## src/rtl/change_dispense_ctrl.sv

```systemverilog
// rtl/change_dispense_ctrl.sv - vending change dispenser: candy release, greedy coin return, handshake timeouts
//
// Ports:
//   clk          single clock, all state changes on the rising edge
//   rst          synchronous active-high reset
//   start        dispense command, sampled only while idle
//   vend         captured with start: 1 = buy then return change, 0 = refund all credit
//   credit[5:0]  accumulated credit in cents, captured with start
//   candy_req    product-release request to the dispenser mechanism
//   candy_ack    dispenser acknowledge
//   coin_req     coin-eject request to the change mechanism
//   coin_type    coin to eject: 01 = 5c, 10 = 10c, 11 = 25c, 00 while coin_req is low
//   coin_ack     change mechanism acknowledge
//   change_left  cents still owed in the current transaction
//   busy         high whenever a transaction is in progress
//   done         one-cycle pulse on successful completion
//   err          one-cycle pulse on a rejected command or a handshake timeout
module change_dispense_ctrl #(
  parameter int PRICE   = 30,
  parameter int TIMEOUT = 15
) (
  input  logic       clk,
  input  logic       rst,
  input  logic       start,
  input  logic       vend,
  input  logic [5:0] credit,
  output logic       candy_req,
  input  logic       candy_ack,
  output logic       coin_req,
  output logic [1:0] coin_type,
  input  logic       coin_ack,
  output logic [5:0] change_left,
  output logic       busy,
  output logic       done,
  output logic       err
);

  localparam logic [5:0] PRICE_C   = 6'(PRICE);
  localparam logic [3:0] TIMEOUT_C = 4'(TIMEOUT);

  typedef enum logic [2:0] {
    S_IDLE,
    S_CANDY,
    S_CHANGE,
    S_GAP,
    S_DONE,
    S_ERR
  } state_t;

  state_t     state;
  logic [3:0] wait_cnt;
  logic [3:0] wait_inc;
  logic       bad_credit;
  logic       short_credit;

  // Largest coin that still fits in the amount owed; 00 when nothing is owed.
  function automatic logic [1:0] pick_coin(input logic [5:0] amt);
    if (amt >= 6'd25) begin
      return 2'b11;
    end else if (amt >= 6'd10) begin
      return 2'b10;
    end else if (amt != 6'd0) begin
      return 2'b01;
    end else begin
      return 2'b00;
    end
  endfunction

  function automatic logic [5:0] coin_value(input logic [1:0] ct);
    case (ct)
      2'b01:   return 6'd5;
      2'b10:   return 6'd10;
      2'b11:   return 6'd25;
      default: return 6'd0;
    endcase
  endfunction

  // Saturating subtract so the owed amount can never wrap, even for a
  // coin larger than the remainder.
  function automatic logic [5:0] pay_out(input logic [5:0] amt, input logic [1:0] ct);
    logic [5:0] v;
    v = coin_value(ct);
    if (amt >= v) begin
      return amt - v;
    end else begin
      return 6'd0;
    end
  endfunction

  assign wait_inc     = wait_cnt + 4'd1;
  assign bad_credit   = ((credit % 6'd5) != 6'd0) || (credit > 6'd60);
  assign short_credit = credit < PRICE_C;

  always_ff @(posedge clk) begin
    if (rst) begin
      state       <= S_IDLE;
      candy_req   <= 1'b0;
      coin_req    <= 1'b0;
      coin_type   <= 2'b00;
      change_left <= 6'd0;
      busy        <= 1'b0;
      done        <= 1'b0;
      err         <= 1'b0;
      wait_cnt    <= 4'd0;
    end else begin
      // Pulses last exactly one cycle unless a transition re-asserts them.
      done <= 1'b0;
      err  <= 1'b0;
      case (state)
        S_IDLE: begin
          if (start) begin
            busy <= 1'b1;
            if (bad_credit || (vend && short_credit)) begin
              state       <= S_ERR;
              err         <= 1'b1;
              change_left <= 6'd0;
            end else if (vend) begin
              state       <= S_CANDY;
              candy_req   <= 1'b1;
              change_left <= credit - PRICE_C;
              wait_cnt    <= 4'd0;
            end else begin
              state       <= S_CHANGE;
              change_left <= credit;
              wait_cnt    <= 4'd0;
              coin_req    <= (credit != 6'd0);
              coin_type   <= pick_coin(credit);
            end
          end
        end

        S_CANDY: begin
          // Acknowledge is checked first so it wins over a same-edge timeout.
          if (candy_ack) begin
            state     <= S_CHANGE;
            candy_req <= 1'b0;
            wait_cnt  <= 4'd0;
            coin_req  <= (change_left != 6'd0);
            coin_type <= pick_coin(change_left);
          end else begin
            wait_cnt <= wait_inc;
            if (wait_inc == TIMEOUT_C) begin
              state     <= S_ERR;
              err       <= 1'b1;
              candy_req <= 1'b0;
            end
          end
        end

        S_CHANGE: begin
          // coin_req is high here exactly when something is still owed.
          if (change_left == 6'd0) begin
            state <= S_DONE;
            done  <= 1'b1;
          end else if (coin_ack) begin
            state       <= S_GAP;
            coin_req    <= 1'b0;
            coin_type   <= 2'b00;
            change_left <= pay_out(change_left, coin_type);
          end else begin
            wait_cnt <= wait_inc;
            if (wait_inc == TIMEOUT_C) begin
              state     <= S_ERR;
              err       <= 1'b1;
              coin_req  <= 1'b0;
              coin_type <= 2'b00;
            end
          end
        end

        S_GAP: begin
          // One guaranteed low cycle on coin_req before the next coin.
          state     <= S_CHANGE;
          wait_cnt  <= 4'd0;
          coin_req  <= (change_left != 6'd0);
          coin_type <= pick_coin(change_left);
        end

        S_DONE, S_ERR: begin
          state <= S_IDLE;
          busy  <= 1'b0;
        end

        default: begin
          state     <= S_IDLE;
          busy      <= 1'b0;
          candy_req <= 1'b0;
          coin_req  <= 1'b0;
          coin_type <= 2'b00;
        end
      endcase
    end
  end

endmodule

```

## config.mk

```make
export PLATFORM = sky130hd
export DESIGN_NAME = change_dispense_ctrl
export DESIGN_NICKNAME = d
export VERILOG_FILES = /design/src/rtl/change_dispense_ctrl.sv
export SDC_FILE = /design/constraint.sdc
export NUM_CORES = 1
export LEC_CHECK = 0
export CORE_MARGIN = 4
export CORE_UTILIZATION = 30
export CTS_BUF_LIST = sky130_fd_sc_hd__clkbuf_8
export CTS_CLUSTER_DIAMETER = 80
export DETAILED_ROUTE_END_ITERATION = 7
export GPL_TIMING_DRIVEN = 1
export PLACE_DENSITY = 0.55
export REMOVE_ABC_BUFFERS = 1
export SLEW_MARGIN = 0
export SYNTH_ARGS = -nofsm -noshare
export SYNTH_HDL_FRONTEND = slang
export SYNTH_SLANG_ARGS = --single-unit
```

## constraint.sdc

```tcl
create_clock -name clk -period 4.94 [get_ports clk]
set_clock_uncertainty 0.2 [all_clocks]
set_input_delay 1.482 -clock clk [delete_from_list [all_inputs] [get_ports clk]]
set_output_delay 1.482 -clock clk [all_outputs]
set_load 0.02 [all_outputs]
```

# Word-level counts from Yosys, hierarchy flattened
# Index checks and enable logic that the tools add are counted.
# Widths: inputs -> output; s select.
dict set report word_totals {
  ff_bits 20
  in_bits 12
  out_inout_bits 13
  wordCells 125
}
dict set report op_classes {
  addsub 3
  n_div 1
  magnitude_cmp 7
  eq_ne 19
  n_mux 63
  n_bitwise 4
  reduce_logical 19
}
# cell count
set op_table {}
lappend op_table {{$mux 6} 10}
lappend op_table {{$mux 2} 12}
lappend op_table {{$mux 1} 21}
lappend op_table {{$mux 4} 5}
lappend op_table {{$mux 3} 6}
lappend op_table {{$reduce_bool 6->1} 3}
lappend op_table {{$ne 2x2->1 const B} 8}
lappend op_table {{$pmux 4 s4} 1}
lappend op_table {{$pmux 5 s3} 1}
lappend op_table {{$ge 6x4->1 const B} 2}
lappend op_table {{$ge 6x5->1 const B} 2}
lappend op_table {{$pmux 3 s4} 1}
lappend op_table {{$pmux 6 s2} 1}
lappend op_table {{$pmux 2 s5} 1}
lappend op_table {{$reduce_and 5->1} 2}
lappend op_table {{$reduce_and 7->1} 1}
lappend op_table {{$eq 3x2->1 const B} 2}
lappend op_table {{$eq 3x3->1 const B} 2}
lappend op_table {{$ge 6x6->1} 1}
lappend op_table {{$gt 6x6->1 const B} 1}
lappend op_table {{$logic_not 6->1} 1}
lappend op_table {{$lt 6x5->1 const B} 1}
lappend op_table {{$mod 6x3->6 const B} 1}
lappend op_table {{$ne 3x3->1 const B} 2}
lappend op_table {{21 further kinds} 28}

# Logic depth before layout (Yosys ltp)
# Gate-level depths: netlist of the first run.
dict set report depth {
  ltp_word 11
  ltp_mapped 17
  depth_no_buf 15
}

# Least setup slack after synthesis of the first run
# No wires, ideal clock.
dict set report synth_timing {
  path_type {input to register}
  startpoint {input credit[1]}
  endpoint {register wait_cnt[1]}
  setup_time_ns 0.121
  arrival_time_ns 4.379
  required_time_ns 4.619
  slack_ns 0.240
  cell_stages 16
  path_buffers 2
  path_cell_list {buf_2 inv_1 ha_1 nand2b_1 buf_6 o311a_1 a21oi_1 nor2_1 ha_1 xnor2_1 a31oi_1 a21oi_1 nand3b_2 nor2_4 a22o_4 mux2_4}
}
dict set report synth_via {
  elab_chain_len 6
  elab_cells_between_ends 9
  classes_between {div (1); order compare (2); eq/ne (1); reduce/logical (5)}
}
# item line_no
set synth_lines {}
lappend synth_lines {{start: declaration} 26} ;# input logic [5:0] credit,
lappend synth_lines {{$mod 6x3->6} 91} ;# assign bad_credit = ((credit % 6'd5) != 6'd0) || (credit > 6'd60);
lappend synth_lines {{$reduce_bool 6->1} 91}
lappend synth_lines {{$logic_or 1x1->1} 91}
lappend synth_lines {{$logic_or 1x1->1 *} 113} ;# if (bad_credit || (vend && short_credit)) begin
lappend synth_lines {{$ne 2x2->1 (no line) *} n/a}
lappend synth_lines {{$reduce_and 5->1 (no line) *} n/a}
lappend synth_lines {{end signal: assignment} 141} ;# wait_cnt <= wait_inc;
lappend synth_lines {{end signal: assignment} 161} ;# wait_cnt <= wait_inc;
lappend synth_lines {{end: declaration} 51} ;# logic [3:0] wait_cnt;
# Every way passes the cells marked *; elsewhere a longest branch is shown, timed or not.
# A chain may end at the register's enable or synchronous reset.

# Worst setup path in the final report of the first run
# Ends and elaborated chain as after synthesis.

==> results.json, run 1 <==
{
  "status": "complete, no violations",
  "cp-start-kind": "input pin",
  "initialDrtViolationCount": 127,
  "port_buffers": 24,
  "r2r_start": "change_left[0]$_SDFFE_PP0P_",
  "netlist.area_leader.share": 0.1904,
  "place.gp.congestion": 0.8476,
  "arrival_ps": 4640,
  "cpPeakStageDelay_ps": 480,
  "slew_headroom": 0.4684,
  "ys_top_cells_by_area": "dfxtp_1, ha_1, a21oi_1, nor2_1, nand2_1",
  "dpl_cell_area_um2": 2484,
  "wl_per_cell_um": 14.53,
  "power.density_nw_per_um2": 409.0,
  "ir_drop_mv": 0.1725,
  "synth_seq_cells": 20,
  "firstDrtPassIters": 6,
  "synth_edf_count": 0,
  "critPathTopFamily": "compound AO/OA/AOI/OAI gates",
  "hold_viol": 0,
  "synth_area_leader_cell": "dfxtp_1",
  "worstMarginPinSlew_ps": 794.8,
  "critPathKind": "in2reg",
  "vias": 2147,
  "final_layout_size_suffix_gt1_frac": 0.1126,
  "design.core.area_um2": 6794,
  "fmax_mhz": 213.1,
  "cts.path.max_buffers": 2,
  "root_buffer": "clkbuf_8",
  "rsz0062_at_grt": "no",
  "required_ps": 4890,
  "fin_area_um2": 2531,
  "crit_start": "credit[1]",
  "syn2layout_area_growth_pct": 20.35,
  "grt_antenna_before_repair": 0,
  "cts.sinks": 20,
  "grt_pass1_vias": 2079,
  "synth_ff_type": "dfxtp_1",
  "chipWidth_um": 91.73,
  "setup_ws_ps": 248.0,
  "ys_seq_area_frac": 0.1904,
  "ys.warnings.count": 0,
  "setup_viol": 0,
  "die-height_um": 91.73,
  "synth.cell_area_um2": 2103,
  "grt_pass1_wl_um": 10270,
  "cts_buffers": 3,
  "final_util": 0.3726,
  "slowest_stage": "clkdlybuf4s50_1",
  "clk_latency_ps": 260,
  "ios": 25,
  "grt_max_degree": 23,
  "grt-ovfl-total": 0,
  "cp.buffers_inverters": 2,
  "maxCapViolCount": 0,
  "syn_avg_cell_area_um2": 7.566,
  "power.total_mw": 1.035,
  "hold_start": "busy$_SDFFE_PP0P_",
  "path_cells": "clkdlybuf4s50_1, inv_1, ha_1, nand2b_1, a211o_1, a21oi_1, nor2_1, ha_1, xnor2_1, a31oi_1, a21oi_1, nand3b_2, nor2_4, a22o_4, mux2_4",
  "synth_cells": 278,
  "cts_max_level": 1,
  "die_area_um2": 8414,
  "cts_tree": "yes",
  "hpwl_um": 4469,
  "pre_cts_ws_ps": -91.28,
  "rows": 30,
  "min_period_ps": 4692,
  "wirelength_um": 5783,
  "ys_async_sr_fraction": 0,
  "final_cell_count_no_fill": 398,
  "crit_fanout": 7,
  "dp.cells": 395,
  "hold_class": "reg2reg",
  "postCtsSetupBuffers": 0,
  "antenna_cells": 0,
  "drc_errors": 0,
  "crit_path_end_kind": "register",
  "fill_cells": 710,
  "initial_core_util": 0.3096,
  "clkSlewWorstSetupHoldPaths_ps": 70,
  "via_per_inst": 5.394,
  "grt_usage": 0.1455,
  "ant_nets": 0,
  "power.leakage_nw": 0.9393,
  "finalNetCount": 331,
  "slew_viol_final": 0,
  "synth_cell_type_count": 66,
  "fin_crit_sh": 0.9498
}
stage by stage:
stage	setup TNS, ps	hold WS, ps
after floorplan	0	287.3
after global placement	-29.94	313.1
after detailed placement	-428.7	321.9
after CTS	0	340.2
after global routing	0	385.5
final	0	333.7
synthesized netlist by cell type, drive strengths merged (3+ instances only):
library cell / number
o211ai: 3
nor3b: 4
clkbuf: 6
a21oi: 22
o22ai: 4
nand3: 7
nand2: 23
buf: 10
nor4b: 3
inv: 12
nor2b: 3
ha: 14
a21o: 9
a211o: 3
nor3: 12
a31oi: 6
o2111a: 3
dfxtp: 20
nand3b: 3
a41oi: 3
or4: 3
nand4: 4
and2: 3
nor4: 5
nor2: 27
a211oi: 3
xnor2: 5
o21ai: 13
nand2b: 10
a221oi: 4
xor2: 4
cell usage in the layout, fill, tap and decap left out, types with 4 or more instances in the layout:
cell	netlist	layout
nand3_1	7	7
nor2_1	26	26
a21oi_1	21	21
ha_1	14	14
clkdlybuf4s50_1	0	24
a31oi_1	6	6
xor2_1	4	4
xnor2_1	5	5
nand2b_1	10	10
o21ai_0	13	13
nor3b_1	4	4
a21o_1	7	7
nand2_1	23	23
nand4_1	4	4
dfxtp_1	20	20
inv_1	12	12
nor3_1	11	11
a221oi_1	4	4
buf_4	0	13
o22ai_1	4	4
tightest hold or removal path, delay by kind of cell (launching register included):
kind / cells / cell delay [ps]
simple gates: 1 / 60
flops: 1 / 320
compound gates: 1 / 110
power breakdown:
group / internal [mW] / switching [mW] / leakage (nW)
combinational: 0.295 / 0.369 / 0.754
sequential: 0.201 / 0.0640 / 0.163
clock: 0.0543 / 0.0519 / 0.0216
total: 0.550 / 0.485 / 0.939
flip-flops by register name (all words and copies together), names as in the netlist:
name         flops
state            3
busy             1
err              1
change_left      6
coin_req         1
candy_req        1
wait_cnt         4
coin_type        2
done             1
routing by layer:
metal  wire (µm)  vias to the layer above  GRT usage
met5           0                        -          0
li1            -                     1091          -
met4          94                        0    0.03465
met3         182                        9    0.02543
met2        2682                       44     0.2337
met1        2823                     1003     0.2019
final timing paths:
| kind | slack [ps] | end | cells after the start |
|---|---|---|---|
| worst max-delay path | 250 | wait_cnt[1]$_SDFFE_PP0P_ | 15 |
| worst min-delay path | 330 | busy$_SDFFE_PP0P_ | 2 |
| worst max register to register | 2090 | change_left[3]$_SDFFE_PP0P_ | 11 |
| worst min register to register | 330 | busy$_SDFFE_PP0P_ | 2 |
cell type report:
cell class | count | area (µm²) | share of cell area
multi-input combinational | 230 | 1587 | 0.6268
sequential | 20 | 400.4 | 0.1582
timing repair buffer | 37 | 337.8 | 0.1335
tap | 96 | 120.1 | 0.04745
inverter | 12 | 45.04 | 0.01780
clock buffer | 3 | 41.29 | 0.01631
cells by family (layout without fill, tap and decap cells):
kind of cell / after synthesis / count (layout) / synth area share
muxes: 3 / 3 / 0.01725
and+or+nand+nor: 115 / 115 / 0.3070
adders and majority gates: 15 / 15 / 0.09280
xor gates and xnor gates: 9 / 9 / 0.03748
AOI/OAI and AO/OA: 88 / 88 / 0.2969
DFF: 20 / 20 / 0.1904
buffers and inverters: 28 / 52 / 0.05830
timing repair:
item,in CTS,in global routing
resized for setup,0,1
setup endpoints to repair,0,5
hold buffers,0,0
Power figures use the tool's default switching activity.
==> run 2: changes to the inputs <==
==> constraint.sdc (replaced) <==
create_clock -name clk -period 5.75 [get_ports clk]
set_clock_uncertainty 0.2 [all_clocks]
set_input_delay 1.725 -clock clk [delete_from_list [all_inputs] [get_ports clk]]
set_output_delay 1.725 -clock clk [all_outputs]
set_load 0.02 [all_outputs]
==> results.json, run 2 (synthesized netlist as in run 1, its figures left out) <==
{
  "status": "complete, no violations",
  "dp.cells": 388,
  "antenna_cells": 0,
  "grt_pass1_vias": 2055,
  "fmax_mhz": 192.9,
  "rsz0062_at_grt": "no",
  "seqCellArea_um2": 400.4,
  "r2r_end": "change_left[3]$_SDFFE_PP0P_",
  "clkSlewWorstSetupHoldPaths_ps": 70,
  "endpoint": "change_left[2]$_SDFFE_PP0P_",
  "slew_headroom": 0.4515,
  "ctsResizeCount": 0,
  "final_layout_size_suffix_gt1_frac": 0.09459,
  "place.gp.congestion": 0.8273,
  "ir_drop_mv": 0.1837,
  "design.core.area_um2": 6794,
  "largestRegisters": "change_left x6, wait_cnt x4, state x3",
  "regToRegSetupSlack_ps": 2820,
  "cp-start-kind": "input pin",
  "final_common_cell": "nor2_1",
  "largest-register": "change_left",
  "root_buffer": "clkbuf_8",
  "hold_viol": 0,
  "multi_input_area_um2": 1580,
  "initialDrtViolationCount": 119,
  "postCtsSetupBuffers": 0,
  "wl_per_cell_um": 14.99,
  "grt_max_degree": 23,
  "cts_buffers": 3,
  "grt-ovfl-total": 0,
  "required_ps": 5730,
  "reg2reg_depth": 11,
  "crit_fanout": 11,
  "grt_pass1_wl_um": 9949,
  "ctsHoldBuffers": 0,
  "rows": 30,
  "slew_viol_final": 0,
  "ant_nets": 0,
  "setup_viol": 0,
  "drc_errors": 0,
  "arrival_ps": 5160,
  "chipWidth_um": 91.73,
  "power.density_nw_per_um2": 364.9,
  "worstMarginPinSlew_ps": 820.2,
  "fill_cells": 714,
  "die-height_um": 91.73,
  "r2r_start": "change_left[0]$_SDFFE_PP0P_",
  "clk_latency_ps": 260,
  "min_period_ps": 5183,
  "vias": 2145,
  "cts_max_level": 1,
  "power.leakage_nw": 0.9109,
  "hold_class": "reg2reg",
  "cts.sinks": 20,
  "whs_ps": 337.7,
  "critPathKind": "in2reg",
  "wirelength_um": 5875,
  "initial_core_util": 0.3096,
  "finalNetCount": 324,
  "port_buffers": 24,
  "crit_path_end_kind": "register",
  "final_util": 0.3659,
  "ios": 25,
  "setup-tns-final_ps": 0,
  "grt_antenna_before_repair": 0,
  "cts.path.max_buffers": 2,
  "largest_reg_flops": 6,
  "hpwl_um": 4463,
  "via_per_inst": 5.472,
  "die_area_um2": 8414,
  "layout_common_cells": "nor2_1, clkdlybuf4s50_1, nand2_1, a21oi_1, dfxtp_1",
  "grt_usage": 0.1420,
  "final_cell_count_no_fill": 392,
  "crit_start": "credit[1]",
  "firstDrtPassIters": 4,
  "fin_crit_sh": 0.9014,
  "cts_tree": "yes",
  "maxCapViolCount": 0,
  "syn2layout_area_growth_pct": 18.20
}
## run 2: changes by cell type in the layout (fill, tap and decap cells not counted)
| cell | delta |
|---|---|
| clkbuf_8 | +1 |
| nor3_2 | +1 |
| nor3_4 | -1 |
| buf_4 | -7 |
## run 2: stage by stage
stage	instance area, µm²	total power, mW	worst slack (ps)
after CTS	2486	0.9079	569.7
after global placement	2431	0.7930	381.9
after detailed placement	2431	0.7960	286.1
after global routing	2486	0.9824	158.8
final	2486	0.9073	566.7
after floorplan	2026	0.6200	989.1
## run 2: worst min path at each step
stage / startpoint / to / slack [ps] / cells past startpoint
detailed placement: busy$_SDFFE_PP0P_ / busy$_SDFFE_PP0P_ / 320 / 2
global route: change_left[0]$_SDFFE_PP0P_ / change_left[0]$_SDFFE_PP0P_ / 370 / 2
floorplan: wait_cnt[2]$_SDFFE_PP0P_ / wait_cnt[2]$_SDFFE_PP0P_ / 290 / 2
CTS: busy$_SDFFE_PP0P_ / busy$_SDFFE_PP0P_ / 330 / 2
finish: busy$_SDFFE_PP0P_ / busy$_SDFFE_PP0P_ / 340 / 2
global placement: busy$_SDFFE_PP0P_ / busy$_SDFFE_PP0P_ / 320 / 2
## run 2: power breakdown
part           total (mW)  internal [mW]  leakage [nW]  switching [mW]
Combinational       0.570          0.249         0.719           0.321
Clock               0.108         0.0610        0.0288          0.0469
Sequential          0.230          0.173         0.163          0.0566
Total               0.907          0.482         0.911           0.425
## run 2: cell type report
cell class                      instances  share of cell area
Clock buffer                            4             0.02214
Sequential cell                        20              0.1610
Multi-Input combinational cell        230              0.6356
Tap cell                               96             0.04831
Inverter                               12             0.01812
Timing Repair Buffer                   30              0.1147
## run 2: worst max-delay path, cell delays in order
cell             delay, ps
clkdlybuf4s50_1        480
inv_1                  130
ha_1                   230
nand2b_1               300
o311a_1                360
a21oi_1                160
nor2_1                  90
ha_1                   310
xnor2_1                130
a31oi_1                150
a21oi_1                 70
nand3b_2               250
nor3_2                 410
a221oi_1               160
nor3_1                 190
## run 2: layer usage
layer	up-vias	global-route usage	part of all wire
li1	1078	-	-
met1	1020	0.1918	0.48
met2	43	0.2325	0.47
met3	4	0.02871	0.039
met4	0	0.03218	0.0065
met5	-	0	0
==> RTL change 1, RTL diff (settings of run 1) <==
Reset style: asynchronous (`rst`), changed in one clocked block. Comments in the files are not updated.
--- a/src/rtl/change_dispense_ctrl.sv
+++ b/src/rtl/change_dispense_ctrl.sv
@@ -93,3 +93,3 @@
 
-  always_ff @(posedge clk) begin
+  always_ff @(posedge clk or posedge rst) begin
     if (rst) begin
Check against the original RTL: differs if rst is asserted again (counterexample within 4 cycles, from zero or initial values and one cycle with rst high); with rst held inactive, the same outputs for 10 cycles.
==> RTL change 1 against run 1 <==
  * Synthesized area increased by 7.4%
  * Highest routed layer unchanged
  * Total power increased by 15%
  * Sequential cell count unchanged
  * Setup slack got worse by 53 ps
  * Global-route usage decreased by 0.82 points
  * Cell area increased by 13%
  * Routed wire length increased by 3.0%
  * Hold slack got worse by 9.4 ps
  * Largest power group unchanged
==> RTL change 1: results (changes against run 1) <==
| Metric | Value |
|---|---|
| Layout cells sized above 1 | `17.8% (was 11.3%)` |
| Status | `complete, no violations (unchanged)` |
| Switch Pwr | `0.000522 W (was 0.000485 W)` |
| Htree depth | `1 (unchanged)` |
| Footprint of the multi-input gates | `1630 um2 (was 1590 um2)` |
| Nonclk buf count | `51 (was 37)` |
| Iter 0 DRT Violations | `111 (was 127)` |
| Met2 WL | `2770 um (was 2680 um)` |
| Gpl congestion | `0.855 (was 0.848)` |
| Max incr delay on CP | `around 470 ps` |
| Clock latency on the worst-skew pair | `260 ps (about the same)` |
| Worst Setup SP | `credit[2] (was credit[1])` |
| Multi-input logic cell count | `225 (was 230)` |
| Iteration count of the initial detailed-routing pass | `4 (was 6)` |
| Sequential-to-total area share from yosys stat | `22.2% (was 19.0%)` |
| Routed length per instance | `14.2 um (was 14.5 um)` |
| Pleak | `1.17 nW (was 0.939 nW)` |
| Worst-path fanout max | `4 (was 7)` |
| Highest metal used | `met4 (unchanged)` |
| Critical path startpoint category | `input pin (unchanged)` |
| Sequential cell area share | `17.5% (was 15.8%)` |
| Signal buffers share of area | `15.7% (was 13.3%)` |
| Top cells by count, synth | `a21oi_1, inv_1, nand2_1 (was nor2_1, nand2_1, a21oi_1)` |
| Dpl ws | `-181 ps (was -91.3 ps)` |
| Total of fill cells in the finished design | `770 (was 710)` |
| GR Util met1 | `19.5% (was 20.2%)` |
| First-pass GRT wire length | `10100 um (was 10300 um)` |
| Met3 wire len | `163 um (was 182 um)` |
| WL met1 | `2930 um (was 2820 um)` |
| Post-detail-place hpwl | `4740 um (was 4470 um)` |
| Clock power frac | `13.8% (was 10.3%)` |
| Clk cell area share | `2.50% (was 1.63%)` |
| GRT met2 Usage | `22.5% (was 23.4%)` |
| Via count | `2211 (was 2147)` |
| M3 GR Usage | `0.797% (was 2.54%)` |
| Largest net degree at the start of global routing | `21 (was 23)` |
| Worst hold start | `busy (unchanged)` |
| Slew @ Worst Pin | `777 ps (was 795 ps)` |
| Crit path arrival time | `4680 ps (was 4640 ps)` |
| Max VDD drop | `0.000115 V (was 0.000172 V)` |
| Reg clk slew, reported paths | `about 80 ps` |
| Unique masters post-synth | `61 (was 66)` |
| I/O Buffers | `24 (unchanged)` |
| Non-clk invs | `21 (was 12)` |
| Largest regs | `change_left (6), wait_cnt (4), state (3) (unchanged)` |
| Synth top area cells | `dfrtp_1, ha_1, a21oi_1 (was dfxtp_1, ha_1, a21oi_1)` |
| Final #Nets | `349 (was 331)` |
| GRT Resource Usage Total | `13.7% (was 14.5%)` |
| Post-synth ARST share | `100% (was 0%)` |
| R2r startpoint | `coin_type[0] (was change_left[0])` |
==> RTL change 1: kinds of logic (layout without fill, tap and decap cells) <==
logic type	Yosys count	after routing	share of synthesized area, %
flip-flops	20	20	22.2
adder cells (fa/ha/maj)	15	15	8.64
multiplexers	7	7	3.66
XOR/XNOR	9	9	3.49
AND/OR/NAND/NOR	95	95	24.5
AO/OA/AOI/OAI	99	99	30.9
buffers and inverters	36	76	6.65
==> RTL change 1: worst register-to-register path, delay by kind of cell, from the launching register on <==
kind	cells	cell delay (ps)
DFF	1	460
and+or+nand+nor	3	380
adders and majority gates	1	460
AOI/OAI and AO/OA	6	1350
==> RTL change 1: power by group through the flow <==
stage	clock network (W)	logic [W]	registers (W)
6_report	0.000164	0.000729	0.000299
5_1_grt	0.000174	0.000813	0.000311
4_1_cts	0.000169	0.000723	0.000298
3_5_place_dp	0	0.000719	0.000302
3_3_place_gp	0	0.000716	0.000300
2_1_floorplan	0	0.000466	0.000319
==> RTL change 1: per-stage QoR <==
stage	TNS, ps	std cells	area [um2]
after global routing	0	420	2860
final	0	420	2860
after global placement	-618	415	2750
after detailed placement	-1420	415	2750
after CTS	0	419	2820
after floorplan	0	266	2190
==> RTL change 1: final timing paths <==
path	endpoint	slack, ps	cells after the start
worst max-delay path	coin_type[0]	190	17
worst min register to register	busy	320	2
min in group asynchronous	wait_cnt[3]	1460	2
max in group asynchronous	change_left[5]	2580	2
worst max register to register	change_left[5]	1980	10
worst min-delay path	busy	320	2
==> RTL change 1: what timing repair did <==
action                     in CTS  in global routing
setup endpoints to repair       0                 15
setup buffers                   0                  1
gates resized for setup         0                 10
==> RTL change 2, RTL diff (settings of run 1) <==
Without the edit above. The parameter `TIMEOUT` goes from 15 to 7.
--- a/src/rtl/change_dispense_ctrl.sv
+++ b/src/rtl/change_dispense_ctrl.sv
@@ -19,3 +19,3 @@
   parameter int PRICE   = 30,
-  parameter int TIMEOUT = 15
+  parameter int TIMEOUT = 7
 ) (
Check against the original RTL: not equivalent (a bounded check fails within 10 cycles, from zero or initial values and one cycle with rst high).
==> RTL change 2 against run 1 <==
  * Sequential share of layout area shrank 0.72 points
  * Combinational power rose by 2%
  * Routed wire length down 1.0%
  * Total power up 7.7%
  * First-iteration DRC count grew 10%
  * Die area down 3.1%
  * Setup slack got worse by 30 ps
  * Synthesized area fell by 3.5%
  * Cell area rose by 4.8%
  * Sequential cell count unchanged
  * Critical path type unchanged
==> RTL change 2: results (changes against run 1) <==
| Metric | Value |
|---|---|
| R2R setup slack | `2050 ps (was 2090 ps)` |
| Pleak | `1.07 nW (was 0.939 nW)` |
| Worst Setup SP | `credit[3] (was credit[1])` |
| Core Area | `6460 um2 (was 6790 um2)` |
| Worst-path fanout max | `5 (was 7)` |
| Critical path's top delay family | `simple AND/OR/NAND/NOR gates (was compound AO/OA/AOI/OAI gates)` |
| Iteration count of the initial detailed-routing pass | `4 (was 6)` |
| Max incr delay on CP | `480 ps (about the same)` |
| Top cells by count, synth | `a21oi_1, nor2_1, nand2_1 (was nor2_1, nand2_1, a21oi_1)` |
| Post-synth ARST share | `0% (unchanged)` |
| Synthesized-area fraction occupied by adder cells | `9.61% (was 9.28%)` |
| Placed Area | `2490 um2 (was 2480 um2)` |
| Final WL | `5720 um (was 5780 um)` |
| Critical Path End | `wait_cnt[1] (unchanged)` |
| Fin crit period | `4720 ps (was 4690 ps)` |
| Clock buffer depth | `2 (unchanged)` |
| Max VDD drop | `0.000266 V (was 0.000172 V)` |
| Syn Area/Cell | `7.38 um2 (was 7.57 um2)` |
| Ys Warns | `0 (unchanged)` |
| Vias per cell | `5.52 (was 5.39)` |
| GRT Resource Usage Total | `13.4% (was 14.5%)` |
| Gpl congestion | `0.877 (was 0.848)` |
| Relative slew slack | `48.6% (was 46.8%)` |
| Post-synthesis mux area share | `2.59% (was 1.73%)` |
| Synth top area cells | `dfxtp_1, ha_1, a21oi_1 (unchanged)` |
| Sequential-to-total area share from yosys stat | `19.7% (was 19.0%)` |
| Synth Area in Compound Gates | `29.3% (was 29.7%)` |
| Number of global-route vias before repair | `1996 (was 2079)` |
| Number of buffers created by CTS | `3 (unchanged)` |
| Post-synth top flop | `dfxtp_1 (unchanged)` |
| Final std cells w/o fill | `392 (was 398)` |
| Placed insts | `387 (was 395)` |
| Final #Nets | `343 (was 331)` |
| Clock latency on the worst-skew pair | `260 ps (about the same)` |
| Post-detail-place hpwl | `4370 um (was 4470 um)` |
| Dpl ws | `-285 ps (was -91.3 ps)` |
| Reg clk slew, reported paths | `about 80 ps` |
| R2r worst-path depth | `10 (was 11)` |
| XOR/XNOR Fraction of Synth Area | `3.88% (was 3.75%)` |
| I/O Buffers | `24 (unchanged)` |
| Min-Delay Path Class | `register to register (unchanged)` |
| Crit path arrival time | `4670 ps (was 4640 ps)` |
| Unique masters post-synth | `57 (was 66)` |
| R2r startpoint | `coin_type[0] (was change_left[0])` |
| R2r endpoint | `change_left[2] (was change_left[3])` |
| First-pass GRT wire length | `9290 um (was 10300 um)` |
| Status | `complete, no violations (unchanged)` |
| Layout cells sized above 1 | `15.6% (was 11.3%)` |
| Slowest cell on crit path | `clkdlybuf4s50_1 (unchanged)` |
| Largest regs | `change_left (6), wait_cnt (4), state (3) (unchanged)` |
| Largest net degree at the start of global routing | `16 (was 23)` |
| Htree depth | `1 (unchanged)` |
| Initial antenna violation count | `0 (unchanged)` |
| ANT cells | `0 (unchanged)` |
| Root cell of the clock tree | `clkbuf_8 (unchanged)` |
| Worst hold stages | `1 (was 2)` |
| Iter 0 DRT Violations | `140 (was 127)` |
-- RTL change 2: power breakdown --
group | switching, W | internal (W) | leakage (nW)
sequential | 0.0000686 | 0.000203 | 0.163
combinational | 0.000373 | 0.000307 | 0.876
clock | 0.0000563 | 0.000108 | 0.0357
total | 0.000497 | 0.000618 | 1.07
-- RTL change 2: repair_timing --
action                                  in CTS  in global routing
buffers inserted                             0                  1
endpoints found under the setup margin       1                 16
gates resized for setup                      2                 17
gates cloned                                 0                  0
pin swaps                                    0                  6
-- RTL change 2: cells by family after synthesis --
| group | count (synthesis) |
|---|---|
| fa+ha+maj | 15 |
| mux | 5 |
| simple gates | 109 |
| xor+xnor | 9 |
| flops | 20 |
| buf+inv | 28 |
| compound gates | 89 |
-- RTL change 2: worst min path at each step --
stage               slack [ps]           to         from
floorplan                  260  wait_cnt[2]  wait_cnt[2]
global placement           280    candy_req    candy_req
detailed placement         270    candy_req    candy_req
CTS                        290    candy_req    candy_req
global route               310    candy_req    candy_req
finish                     290    candy_req    candy_req
-- RTL change 2: layer usage --
layer / vias up / global-route usage, % / wire length [um]
li1: 1101 / - / -
met1: 1009 / 19.1 / 2890
met2: 53 / 21.8 / 2560
met3: 2 / 1.75 / 245
met4: 0 / 2.17 / 27
met5: - / 0 / 0
-- RTL change 2: cell type report --
| class | count | area [um2] |
|---|---|---|
| Tap cell | 77 | 96.3 |
| Clock inverter | 1 | 30.0 |
| Multi-Input combinational cell | 227 | 1600 |
| Fill cell | 667 | 3810 |
| Inverter | 15 | 56.3 |
| Sequential cell | 20 | 400 |
| Clock buffer | 3 | 41.3 |
| Timing Repair Buffer | 49 | 433 |
-- RTL change 2: metrics by stage --
stage	setup TNS (ps)	power, W
final	0	0.00112
after global routing	0	0.00121
after CTS	0	0.00109
after detailed placement	-2490	0.000919
after global placement	-1260	0.000925
after floorplan	0	0.000700
